`src/rtl/nfc_atom_ca_sequencer.sv`:
```
// Atomic command/address sequencer (ACG slot 3): drives SDR NAND CEn/CLE/ALE/WEn/DQ with programmable timing.
// Optional build macro NFC_CA_SEQ_STATS_EN adds the oByteCount WEn-rise counter output.
module nfc_atom_ca_sequencer #(
    parameter int NumberOfWays = 4,
    parameter int P_tCALS      = 2,
    parameter int P_tWP        = 2,
    parameter int P_tWH        = 2,
    parameter int P_tCALH      = 2
) (
    input  logic                    iSystemClock,
    input  logic                    iReset,
    input  logic                    iStart,
    input  logic [NumberOfWays-1:0] iTargetWay,
    input  logic                    iCASelect,
    input  logic [39:0]             iCAData,
    input  logic [2:0]              iNumOfData,
    output logic                    oReady,
    output logic                    oLastStep,
`ifdef NFC_CA_SEQ_STATS_EN
    output logic [15:0]             oByteCount,
`endif
    output logic [NumberOfWays-1:0] oPO_CEn,
    output logic                    oPO_CLE,
    output logic                    oPO_ALE,
    output logic                    oPO_WEn,
    output logic [7:0]              oPO_DQ,
    output logic                    oPO_DQOE
);

    typedef enum logic [2:0] {
        S_IDLE,
        S_SETUP,
        S_WELOW,
        S_WEHIGH,
        S_HOLD,
        S_DONE
    } state_t;

    localparam int TW = 8;
    localparam logic [TW-1:0] LD_CALS = TW'(P_tCALS - 1);
    localparam logic [TW-1:0] LD_WP   = TW'(P_tWP - 1);
    localparam logic [TW-1:0] LD_WH   = TW'(P_tWH - 1);
    localparam logic [TW-1:0] LD_CALH = TW'(P_tCALH - 1);

    state_t                  r_state;
    state_t                  w_nextState;
    logic [TW-1:0]           r_timer;
    logic [TW-1:0]           w_nextTimer;
    logic                    w_accept;
    logic                    w_timerDone;
    logic                    w_byteDone;
    logic                    w_lastByte;
    logic                    w_busyPins;
    logic [2:0]              w_byteCount;

    logic [NumberOfWays-1:0] r_wayN;
    logic                    r_caSelect;
    logic [7:0]              r_dq;
    logic [31:0]             r_pending;
    logic [2:0]              r_bytesLeft;

    assign w_accept    = iStart && (r_state == S_IDLE);
    assign w_timerDone = (r_timer == '0);
    assign w_byteDone  = (r_state == S_WEHIGH) && w_timerDone;
    assign w_lastByte  = (r_bytesLeft == 3'd1);

    // Address bursts are clamped to the five bytes that iCAData can hold.
    always_comb begin
        w_byteCount = 3'd1;
        if (!iCASelect) begin
            if (iNumOfData >= 3'd4)
                w_byteCount = 3'd5;
            else
                w_byteCount = iNumOfData + 3'd1;
        end
    end

    always_ff @(posedge iSystemClock) begin
        if (iReset) begin
            r_state <= S_IDLE;
            r_timer <= '0;
        end else begin
            r_state <= w_nextState;
            r_timer <= w_nextTimer;
        end
    end

    // Single down-counter: reloaded on each state entry, state moves on when it hits zero.
    always_comb begin
        w_nextState = r_state;
        w_nextTimer = w_timerDone ? r_timer : r_timer - 1'b1;
        unique case (r_state)
            S_IDLE: begin
                if (w_accept) begin
                    w_nextState = S_SETUP;
                    w_nextTimer = LD_CALS;
                end
            end
            S_SETUP: begin
                if (w_timerDone) begin
                    w_nextState = S_WELOW;
                    w_nextTimer = LD_WP;
                end
            end
            S_WELOW: begin
                if (w_timerDone) begin
                    w_nextState = S_WEHIGH;
                    w_nextTimer = LD_WH;
                end
            end
            S_WEHIGH: begin
                if (w_timerDone) begin
                    if (w_lastByte) begin
                        w_nextState = S_HOLD;
                        w_nextTimer = LD_CALH;
                    end else begin
                        w_nextState = S_WELOW;
                        w_nextTimer = LD_WP;
                    end
                end
            end
            S_HOLD: begin
                if (w_timerDone) begin
                    w_nextState = S_DONE;
                    w_nextTimer = '0;
                end
            end
            S_DONE: begin
                w_nextState = S_IDLE;
                w_nextTimer = '0;
            end
            default: begin
                w_nextState = S_IDLE;
                w_nextTimer = '0;
            end
        endcase
    end

    // Next byte is loaded only after WEn has risen, so DQ never moves during a low pulse.
    always_ff @(posedge iSystemClock) begin
        if (iReset) begin
            r_wayN      <= '1;
            r_caSelect  <= 1'b0;
            r_dq        <= 8'h00;
            r_pending   <= '0;
            r_bytesLeft <= '0;
        end else if (w_accept) begin
            r_wayN      <= iTargetWay;
            r_caSelect  <= iCASelect;
            r_dq        <= iCAData[39:32];
            r_pending   <= iCAData[31:0];
            r_bytesLeft <= w_byteCount;
        end else if (w_byteDone) begin
            r_bytesLeft <= r_bytesLeft - 3'd1;
            if (!w_lastByte) begin
                r_dq      <= r_pending[31:24];
                r_pending <= {r_pending[23:0], 8'h00};
            end
        end
    end

    // CEn follows the last accepted way even when idle to avoid CE glitches between ops.
    always_comb begin
        w_busyPins = (r_state == S_SETUP) || (r_state == S_WELOW) ||
                     (r_state == S_WEHIGH) || (r_state == S_HOLD);
        oReady     = (r_state == S_IDLE);
        oLastStep  = (r_state == S_DONE);
        oPO_CEn    = r_wayN;
        oPO_CLE    = w_busyPins && r_caSelect;
        oPO_ALE    = w_busyPins && !r_caSelect;
        oPO_WEn    = (r_state != S_WELOW);
        oPO_DQOE   = w_busyPins;
        oPO_DQ     = w_busyPins ? r_dq : 8'h00;
    end

`ifdef NFC_CA_SEQ_STATS_EN
    logic [15:0] r_byteCount;

    // Counts WEn rising edges, i.e. bytes actually latched by the NAND.
    always_ff @(posedge iSystemClock) begin
        if (iReset)
            r_byteCount <= 16'h0000;
        else if ((r_state == S_WELOW) && w_timerDone)
            r_byteCount <= r_byteCount + 16'h0001;
    end

    assign oByteCount = r_byteCount;
`endif

endmodule

```
`config.mk`:
```
export PLATFORM = sky130hd
export DESIGN_NAME = nfc_atom_ca_sequencer
export DESIGN_NICKNAME = d
export VERILOG_FILES = /design/src/rtl/nfc_atom_ca_sequencer.sv
export SDC_FILE = /design/constraint.sdc
export NUM_CORES = 1
export LEC_CHECK = 0
export BUFFER_PORTS_ARGS = -buffer_cell sky130_fd_sc_hd__buf_2
export CAP_MARGIN = 15
export CORE_MARGIN = 10
export CORE_UTILIZATION = 24
export DETAILED_ROUTE_END_ITERATION = 10
export PLACE_DENSITY = 0.45
export SLEW_MARGIN = 20
export SYNTH_ARGS = -nofsm -noshare
export SYNTH_HDL_FRONTEND = slang
export SYNTH_SLANG_ARGS = --single-unit
export TNS_END_PERCENT = 30
```
`constraint.sdc`:
```
create_clock -name iSystemClock -period 2.4 [get_ports iSystemClock]
set_input_delay 0.48 -clock iSystemClock [delete_from_list [all_inputs] [get_ports iSystemClock]]
set_output_delay 0.48 -clock iSystemClock [all_outputs]
set_load 0.03 [all_outputs]
```
==> results of run 1 <==
-- kinds of logic after synthesis --
kind of cell             share of synthesized area [%]
multiplexers                                    0.3625
XOR/XNOR                                         2.855
AND/OR/NAND/NOR                                  34.30
adder cells (fa/ha/maj)                          3.625
AO/OA/AOI/OAI                                    10.06
flip-flops                                       42.77
buffers and inverters                            6.026
-- routing by layer --
metal,GRT usage [%],share of wire [%]
met1,12.34,51
met4,2.813,0.74
met5,0,0
met3,3.019,4.7
met2,14.26,43
-- power by group through the flow --
stage | sequential, uW | combinational (uW) | clock, uW
6_report | 1360 | 1500 | 1180
4_1_cts | 1360 | 1500 | 1220
3_3_place_gp | 1370 | 1480 | 0
3_5_place_dp | 1370 | 1490 | 0
2_1_floorplan | 1370 | 1080 | 0
5_1_grt | 1390 | 1690 | 1270
-- worst register-to-register path: stages (launching register included) --
cell and delay, ns:
dfxtp_1 0.33, inv_1 0.11, ha_1 0.14, or3b_4 0.41, or4_1 0.58, buf_12 0.21
nor3_1 0.19, nor4_1 0.07
-- timing repair --
action | 4_1_cts | 5_1_grt
setup endpoints to repair | 0 | 19
resized for setup | 0 | 6
hold buffers | 0 | 0
-- state kept, by name, summed over array words and instances (netlist names) --
register and count:
r_caSelect 1, r_dq 8, r_pending 32, r_state 3, oPO_CEn 4, r_timer 8
r_bytesLeft 3
-- cell usage in the layout, fill, tap and decap left out, types with 2 or more instances in the layout --
master	count
buf_2	68
dfxtp_1	59
nand2_1	53
nor2_1	48
nor3_1	31
nor4_1	19
a311oi_1	16
nand3_1	13
a21oi_1	12
inv_1	9
and2_1	9
clkbuf_16	9
ha_1	8
buf_4	7
xnor2_1	5
or4_1	4
nor3_2	4
xor2_1	3
clkbuf_8	3
buf_12	3
nor2b_1	2
nand3b_1	2
a211oi_1	2
a31oi_1	2
clkbuf_1	2
-- worst paths after layout --
check                              startpoint            end  slack (ns)  cells after the start
worst max register to register     r_timer[0]  r_pending[31]        0.20                      7
worst max-delay path               r_timer[0]  r_pending[31]        0.20                      7
worst min register to register   r_pending[5]   r_pending[5]        0.46                      2
worst min-delay path            iTargetWay[0]     oPO_CEn[0]        0.38                      3
-- layout make-up --
| type | count | area, um2 |
|---|---|---|
| Clock buffer | 14 | 274.0 |
| Clock inverter | 1 | 7.507 |
| Fill cell | 1248 | 7744 |
| Inverter | 9 | 33.78 |
| Multi-Input combinational cell | 251 | 1449 |
| Sequential cell | 59 | 1181 |
| Tap cell | 143 | 178.9 |
| Timing Repair Buffer | 78 | 452.9 |
-- stage by stage --
| step | setup WS (ns) | util, % | power [uW] | hold WS [ns] | instance area [um2] |
|---|---|---|---|---|---|
| finish | 0.2043 | 31.60 | 4048 | 0.3769 | 3577 |
| global route | 0.1054 | 31.60 | 4353 | 0.3873 | 3577 |
| CTS | 0.05270 | 31.32 | 4077 | 0.3694 | 3546 |
| detailed placement | 0.07302 | 28.84 | 2867 | 0.4531 | 3264 |
| global placement | 0.1395 | 28.84 | 2856 | 0.4463 | 3264 |
| floorplan | 0.07613 | - | 2442 | 0.4438 | 2761 |
==> key figures, run 1 <==
Routing
  – DRC violations left: 0
  – Vias: ~2500
  – DR iter-0 viols: approximately 130
  – WL per Instance: around 14 um
  – Drt via density: ~4.5
  – Post-Route WL: approximately 7700 um
  – DR pass1 iterations: 4
  – Post-route ant nets: 0

GRT
  – First-pass GRT wire length: about 13000 um
  – Largest net degree at the start of global routing: between 40 and 50
  – Antenna violations before repair: 0
  – Remaining Overflow, GRT: 0
  – Number of global-route vias before repair: 2607
  – All-Layer GR Usage: 9.392%

Pwr
  – Leak: 0.001462 uW
  – Sequential Power Share: approximately 34%
  – Switching part of the total: a little over a third
  – Clock share of power: slightly below 30%
  – P_int: 2580 uW
  – Combinational fraction of design power: a little under two fifths
  – Worst ir drop on vdd: approximately 440 uV
  – PwrDens: 1132 nW/um2
  – NetSw: around 1500 uW

Worst setup path
  – Crit path buf inv count: 2
  – Cell family contributing the most delay on the critical path: simple AND/OR/NAND/NOR gates
  – Worst Path Arrival: ~2.4 ns
  – Crit-path cells: inv_1, ha_1, or3b_4, or4_1, buf_12, nor3_1, nor4_1
  – Critical path endpoint category: flop
  – CP max stage cell: or4_1
  – Worst Path Max Fanout: 40
  – CP Launch Type: flop
  – Worst path required time: 2.56 ns
  – WS Path Type: flop to flop
  – Critical Path Max Stage Delay: ~0.57 ns

Finish
  – Layout cells sized above 1: between 20% and 30%
  – # diodes: 0
  – Final Net Count: around 470
  – Final std cells w/o fill: about 560
  – Area delta synth->final: 29.54%

Synthesis
  – Area leader, netlist: dfxtp_1
  – Top post-synthesis cells by area: dfxtp_1 43%, nand2_1 7.3%, nor2_1 6.5%
  – Mapped Area: about 2800 um2
  – Top cell type's share of synthesized area: between 40% and 50%
  – Most common cell in the netlist: dfxtp_1
  – Ys async rst share: 0%
  – Synthesized flop and latch total: between 50 and 60
  – Register area share after synthesis: a little over two fifths
  – Netlist cell types: 38
  – Count of flip-flops with a built-in enable after synthesis: 0
  – Post-synthesis average cell area: 7.935 um2
  – Cells after Synth: approximately 350
  – Synth warn: 0
  – Synth Flop Type: dfxtp_1
  – Syn nets: ~410
  – Commonest cells in the netlist: 59 x dfxtp_1, 54 x nand2_1, 48 x nor2_1

STA
  – RSZ-0062 raised after global routing: no
  – Clock skew: about 0.0080 ns
  – Final Cycle Share: between 90% and 100%
  – Max_slew headroom: between 60% and 70%
  – Fin crit period: between 2 and 2.5 ns
  – Setup Viol. Count Final: 0
  – Max Clk Rate: 455.4 MHz
  – Final hold viol count: 0
  – Setup total negative slack: 0 ns
  – Worst-Margin Slew: roughly 0.59 ns
  – Final Max Tran Viols: 0

Clock tree
  – CTS tree: built
  – Clk_lat worst skew: 0.31 ns
  – Root Driver: clkbuf_16
  – Clk slew on worst S/H paths: roughly 0.05 ns
  – # H-tree levels: 3
  – CTS max path bufs: 2
  – Clock buffer count from CTS: 9
  – Post-CTS Setup Inserts: 0
  – TritonCTS Sinks: 59

Floorplan
  – Die Y-Extent: ~130 um
  – Die width: around 130 um
  – Core area: between 10000 and 15000 um2
  – Initial Utilization: between 20% and 30%
  – Die Area: ~16000 um2
  – Ports: slightly below 70
  – # rows: 39

Worst hold path
  – Hold Path Class: input port to flop

Placed design
  – Dpl cells: 540
  – RD Place Congestion: roughly 0.77
  – DP HPWL: 5377 um
  – Port buffer count: slightly below 70

Run
  – Max-cap violation count: 0

Run status
  – Run status: completed
Power figures use the tool's default switching activity.
==> inputs of run 2 (changes only) <==
--- a/config.mk
+++ b/config.mk
@@ -7,6 +7,7 @@
 export LEC_CHECK = 0
 export BUFFER_PORTS_ARGS = -buffer_cell sky130_fd_sc_hd__buf_2
 export CAP_MARGIN = 15
+export CORE_ASPECT_RATIO = 2
 export CORE_MARGIN = 10
 export CORE_UTILIZATION = 24
 export DETAILED_ROUTE_END_ITERATION = 10
==> run 2 against run 1 <==
Final cell count stayed put; clock skew is 0.0012 ns lower; die area is 1.6% higher; worst setup slack worse by 0.011 ns; critical endpoint is now r_pending[26]; largest power group unchanged.
==> key figures, run 2 (synthesized netlist as in run 1, its figures left out) <==
Clock tree
  – Clk slew on worst S/H paths: about 0.050 ns
  – Clock buffer count from CTS: 9
  – CTS max path bufs: 2
  – Post-CTS Hold Buffers: 0
  – Root Driver: clkbuf_16
  – CTS tree: built
  – Clk_lat worst skew: 0.33 ns
  – TritonCTS Sinks: between 50 and 60
  – # H-tree levels: 3

Pwr
  – Worst ir drop on vdd: about 430 uV
  – Sequential Power Share: between 30% and 40%
  – PwrDens: between 1000 and 1500 nW/um2
  – Tot Pwr: between 4000 and 5000 uW
  – P_int: approximately 2700 uW
  – Combinational fraction of design power: 36.4%
  – Clock share of power: roughly a third
  – NetSw: ~1500 uW
  – Switching part of the total: 35.85%
  – Leak: 0.001486 uW

Run status
  – Run status: completed

Floorplan
  – Ports: about 70
  – Die Y-Extent: ~170 um
  – # rows: 55
  – Initial Utilization: ~24%
  – Die width: approximately 96 um
  – Core area: ~11000 um2
  – Die Area: roughly 16000 um2

Finish
  – Area delta synth->final: 30.95%
  – Max reg flops: 32
  – Final std cells w/o fill: between 500 and 600
  – Final-layout fill cell count: about 1300
  – Commonest cells after routing, fill and taps aside: 68 x buf_2, 59 x dfxtp_1, 53 x nand2_1, 48 x nor2_1, 32 x nor3_1
  – Top reg by flops: r_pending
  – Leading cell type in the layout, fill and taps excluded: buf_2
  – Final instance area: 3616 um2
  – Biggest regs: r_pending (32), r_dq (8), r_timer (8)
  – Layout cells sized above 1: between 20% and 30%
  – Post-layout util: between 30% and 40%
  – # diodes: 0
  – Final Net Count: about 470

Worst setup path
  – WS Path Type: flop to flop
  – Worst Path Arrival: 2.39 ns
  – Worst R2R End: r_pending[26]
  – Worst Path Max Fanout: 40
  – R2R Path Start: r_timer[0]
  – Worst R2R Path Depth: 7
  – Crit. Startpoint: r_timer[0]
  – CP Launch Type: flop
  – Worst path required time: about 2.6 ns
  – Critical path endpoint category: flop
  – R2R Setup Slk: between 0.15 and 0.2 ns

STA
  – Setup total negative slack: 0 ns
  – Worst-Margin Slew: 0.5001 ns
  – Fin crit period: 2.206 ns
  – Final hold viol count: 0
  – RSZ-0062 raised after global routing: no
  – Final Cycle Share: around nine tenths
  – Clock skew: ~0.007 ns
  – Max Clk Rate: about 450 MHz
  – Final Max Tran Viols: 0
  – Max_slew headroom: about two thirds
  – Setup Viol. Count Final: 0

Routing
  – Post-route ant nets: 0
  – Drt via density: around 4.6
  – DRC violations left: 0
  – Vias: roughly 2500
  – Post-Route WL: 7929 um
  – WL per Instance: ~14 um
  – DR pass1 iterations: 4
  – DR iter-0 viols: around 150

Worst hold path
  – Hold Path Class: input port to flop
  – Hold EP: oPO_CEn[1]
  – HP Start: iTargetWay[1]
  – Hold Crit Depth: 3

Placed design
  – Port buffer count: 68
  – DP HPWL: about 5700 um
  – RD Place Congestion: 0.8262
  – Post-placement cell area: 3276 um2
  – Dpl cells: 539

GRT
  – Number of global-route vias before repair: 2545
  – Remaining Overflow, GRT: 0
  – Largest net degree at the start of global routing: 47
  – All-Layer GR Usage: around 10%
  – First-pass GRT wire length: ~13000 um
  – Antenna violations before repair: 0

Run
  – Max-cap violation count: 0
[run 2: cell count changes in the layout (fill, tap and decap cells not counted), sizes merged]
cell / change
clkbuf: -2
clkinv: +2
bufinv: +1
[run 2: layout make-up]
| cell class | count | area (um2) | area share (%) |
|---|---|---|---|
| Clock buffer | 12 | 266.5 | 7.370 |
| Tap cell | 142 | 177.7 | 4.913 |
| Multi-Input combinational cell | 251 | 1444 | 39.93 |
| Inverter | 9 | 33.78 | 0.9343 |
| Timing Repair Buffer | 78 | 465.4 | 12.87 |
| Clock inverter | 4 | 47.55 | 1.315 |
| Sequential cell | 59 | 1181 | 32.66 |
[run 2: through the flow]
stage,hold WS (ns),setup WS [ns]
floorplan,0.4438,0.07613
global placement,0.4468,0.1505
detailed placement,0.4583,0.08232
CTS,0.3534,0.09537
global route,0.3597,0.08324
finish,0.3653,0.1938
[run 2: critical path, cell delays in order, from the launching register on]
cell     delay [ns]
dfxtp_1        0.33
inv_1          0.11
ha_1           0.15
or3b_4         0.41
or4_1          0.57
buf_12         0.20
nor3_1         0.20
nor4_1         0.07
[run 2: power by group through the flow]
stage / Combinational [uW] / Clock (uW) / Sequential [uW]
after floorplan: 1080 / 0 / 1370
after detailed placement: 1530 / 0 / 1380
final: 1540 / 1320 / 1360
after global routing: 1730 / 1400 / 1390
after CTS: 1550 / 1370 / 1360
after global placement: 1520 / 0 / 1370
[run 2: layer usage]
metal	up-vias	GRT usage, %	wire, um
met2	48	17.14	4253
met4	0	5.609	166
met1	1160	10.44	3137
met5	-	0	0
met3	9	2.924	372
li1	1330	-	-
[run 2: how the worst max path moves through the flow]
stage | slack, ns | cells after the start | to
4_1_cts | 0.1 | 7 | r_pending[26]
3_5_place_dp | 0.08 | 7 | r_pending[19]
3_3_place_gp | 0.15 | 7 | r_pending[27]
6_report | 0.19 | 7 | r_pending[26]
5_1_grt | 0.08 | 7 | r_pending[31]
2_1_floorplan | 0.08 | 7 | r_bytesLeft[1]
[run 2: timing repair]
action / CTS / global route
setup buffers: 0 / 0
pin swaps: 0 / 0
gates resized for setup: 1 / 4
setup endpoints to repair: 10 / 13
==> inputs of run 3 (changes only) <==
--- a/config.mk
+++ b/config.mk
@@ -10,8 +10,10 @@
 export CORE_ASPECT_RATIO = 2
 export CORE_MARGIN = 10
 export CORE_UTILIZATION = 24
+export CTS_CLUSTER_DIAMETER = 120
 export DETAILED_ROUTE_END_ITERATION = 10
 export PLACE_DENSITY = 0.45
+export RECOVER_POWER = 100
 export SLEW_MARGIN = 20
 export SYNTH_ARGS = -nofsm -noshare
 export SYNTH_HDL_FRONTEND = slang
==> constraint.sdc (replaced) <==
create_clock -name iSystemClock -period 2.4 [get_ports iSystemClock]
set_input_delay 0.12 -clock iSystemClock [delete_from_list [all_inputs] [get_ports iSystemClock]]
set_output_delay 0.12 -clock iSystemClock [all_outputs]
set_load 0.03 [all_outputs]
==> run 3 against run 2 <==
Worst setup slack got worse by 0.0040 ns; maximum frequency is 0.18% lower; final cell count stayed put; combinational power fell by 6%.
==> key figures, run 3 (synthesized netlist as in run 1, its figures left out) <==
Run status
  – Run status: completed

Clock tree
  – Post-CTS Setup Inserts: 0
  – CTS tree: built
  – TritonCTS Sinks: 59
  – Clk_lat worst skew: about 0.33 ns
  – CTS max path bufs: 2
  – # H-tree levels: 3
  – Clock buffer count from CTS: 9
  – Root Driver: clkbuf_16
  – Clk slew on worst S/H paths: about 0.050 ns

STA
  – Max Clk Rate: about 450 MHz
  – Setup Viol. Count Final: 0
  – Final hold viol count: 0
  – Clock skew: between 0.01 and 0.015 ns
  – Worst setup margin: approximately 0.19 ns
  – Worst-Margin Slew: approximately 0.54 ns
  – Final Cycle Share: 92.09%
  – Max_slew headroom: between 60% and 70%
  – Final Max Tran Viols: 0
  – Setup total negative slack: 0 ns
  – RSZ-0062 raised after global routing: no
  – Fin crit period: 2.210 ns

Worst setup path
  – Worst path required time: between 2 and 3 ns
  – Crit-path cells: inv_1, ha_1, or3b_2, nor2_1, inv_1, ha_1, nor4b_1, a211oi_1, a31oi_1, nor2_1
  – Cell family contributing the most delay on the critical path: simple AND/OR/NAND/NOR gates
  – Critical Path Max Stage Delay: between 0.4 and 0.5 ns
  – CP Launch Type: flop
  – Worst Path Max Fanout: 4
  – Critical path endpoint category: flop
  – CP max stage cell: or3b_2
  – Worst Path Arrival: roughly 2.4 ns
  – Crit path buf inv count: 2
  – WS Path Type: flop to flop

Finish
  – Register area: ~1200 um2
  – Area delta synth->final: 29.36%
  – Commonest cells after routing, fill and taps aside: 59 x dfxtp_1, 55 x buf_2, 53 x nand2_1, 48 x nor2_1, 32 x nor3_1
  – # diodes: 0
  – Biggest regs: r_pending (32), r_dq (8), r_timer (8)
  – Final-layout fill cell count: 1263
  – Final instance area: approximately 3600 um2
  – Post-layout util: 31.65%
  – Max reg flops: 32
  – Top reg by flops: r_pending
  – Leading cell type in the layout, fill and taps excluded: dfxtp_1
  – Layout cells sized above 1: 20.82%
  – Multi-input gate area: roughly 1400 um2
  – Final std cells w/o fill: 555
  – Final Net Count: roughly 470

GRT
  – Largest net degree at the start of global routing: 58
  – Remaining Overflow, GRT: 0
  – Antenna violations before repair: 0
  – All-Layer GR Usage: approximately a tenth
  – First-pass GRT wire length: 13150 um
  – Number of global-route vias before repair: 2608

Floorplan
  – Core area: about 11000 um2
  – Die Y-Extent: roughly 170 um
  – Die Area: 16460 um2
  – Initial Utilization: roughly 24%
  – Ports: a little under 70
  – Die width: between 90 and 100 um
  – # rows: between 50 and 60

Routing
  – Post-Route WL: 7847 um
  – DR pass1 iterations: 5
  – Post-route ant nets: 0
  – Vias: about 2600
  – WL per Instance: roughly 14 um
  – Drt via density: between 4 and 5
  – DRC violations left: 0
  – DR iter-0 viols: around 130

Pwr
  – Worst ir drop on vdd: roughly 380 uV
  – PwrDens: approximately 1200 nW/um2
  – Leak: around 0.0014 uW

Placed design
  – Setup WS pre-CTS: 0.1242 ns
  – Port buffer count: just under 70
  – DP HPWL: 5590 um
  – Post-placement cell area: ~3300 um2
  – RD Place Congestion: 0.7955
  – Dpl cells: ~540

Worst hold path
  – Hold Path Class: input port to flop

Run
  – Max-cap violation count: 0
==> run 3: changes by cell type in the layout (fill, tap and decap cells not counted), sizes merged <==
cell | previous run | this run
clkinvlp | 1 | 0
dlygate4sd3 | 0 | 1
buf | 78 | 60
clkinv | 2 | 3
clkbuf | 12 | 29
==> run 3: repair_timing <==
item	4_1_cts	5_1_grt
hold buffers	1	0
hold endpoints to repair	1	0
gates resized for setup	0	4
endpoints found under the setup margin	0	16
==> run 3: worst paths after layout <==
| path | startpoint | slack, ns | to | cells after the start |
|---|---|---|---|---|
| setup / recovery | r_timer[0] | 0.19 | r_timer[0] | 10 |
| setup reg to reg | r_timer[0] | 0.19 | r_timer[0] | 10 |
| hold / removal | iTargetWay[2] | 0.01 | oPO_CEn[2] | 3 |
| hold reg to reg | r_pending[3] | 0.47 | r_pending[3] | 2 |
==> run 3: layout make-up <==
type / instances / area share [%]
Clock buffer: 12 / 7.180
Clock inverter: 4 / 1.366
Inverter: 9 / 0.9457
Multi-Input combinational cell: 251 / 40.25
Sequential cell: 59 / 33.06
Tap cell: 142 / 4.974
Timing Repair Buffer: 78 / 12.22
==> run 3: power by group <==
part           total, uW  switching (uW)  internal, uW
Sequential          1380             165          1220
Combinational       1440             897           546
Clock               1290             434           857
==> run 3: metal layers <==
layer | GRT usage (%) | vias up | share of wire (%)
li1 | - | 1338 | -
met1 | 11.37 | 1177 | 42
met2 | 16.93 | 48 | 51
met3 | 2.924 | 9 | 4.7
met4 | 5.416 | 0 | 2.2
met5 | 0 | - | 0
==> run 3: stage by stage <==
| step | total power (uW) | hold slack (ns) |
|---|---|---|
| after CTS | 4223 | 0.003106 |
| after floorplan | 2442 | 0.2312 |
| after global placement | 2880 | 0.3318 |
| after global routing | 4445 | 0.005116 |
| final | 4115 | 0.01277 |
| after detailed placement | 2905 | 0.3389 |
==> run 3: worst reg2reg max path: cells and delay by family, from the launching register on <==
kind | cells | cell delay (ns)
AOI/OAI and AO/OA | 2 | 0.24
buffers and inverters | 2 | 0.18
DFF | 1 | 0.33
adders and majority gates | 2 | 0.42
and+or+nand+nor | 4 | 0.93
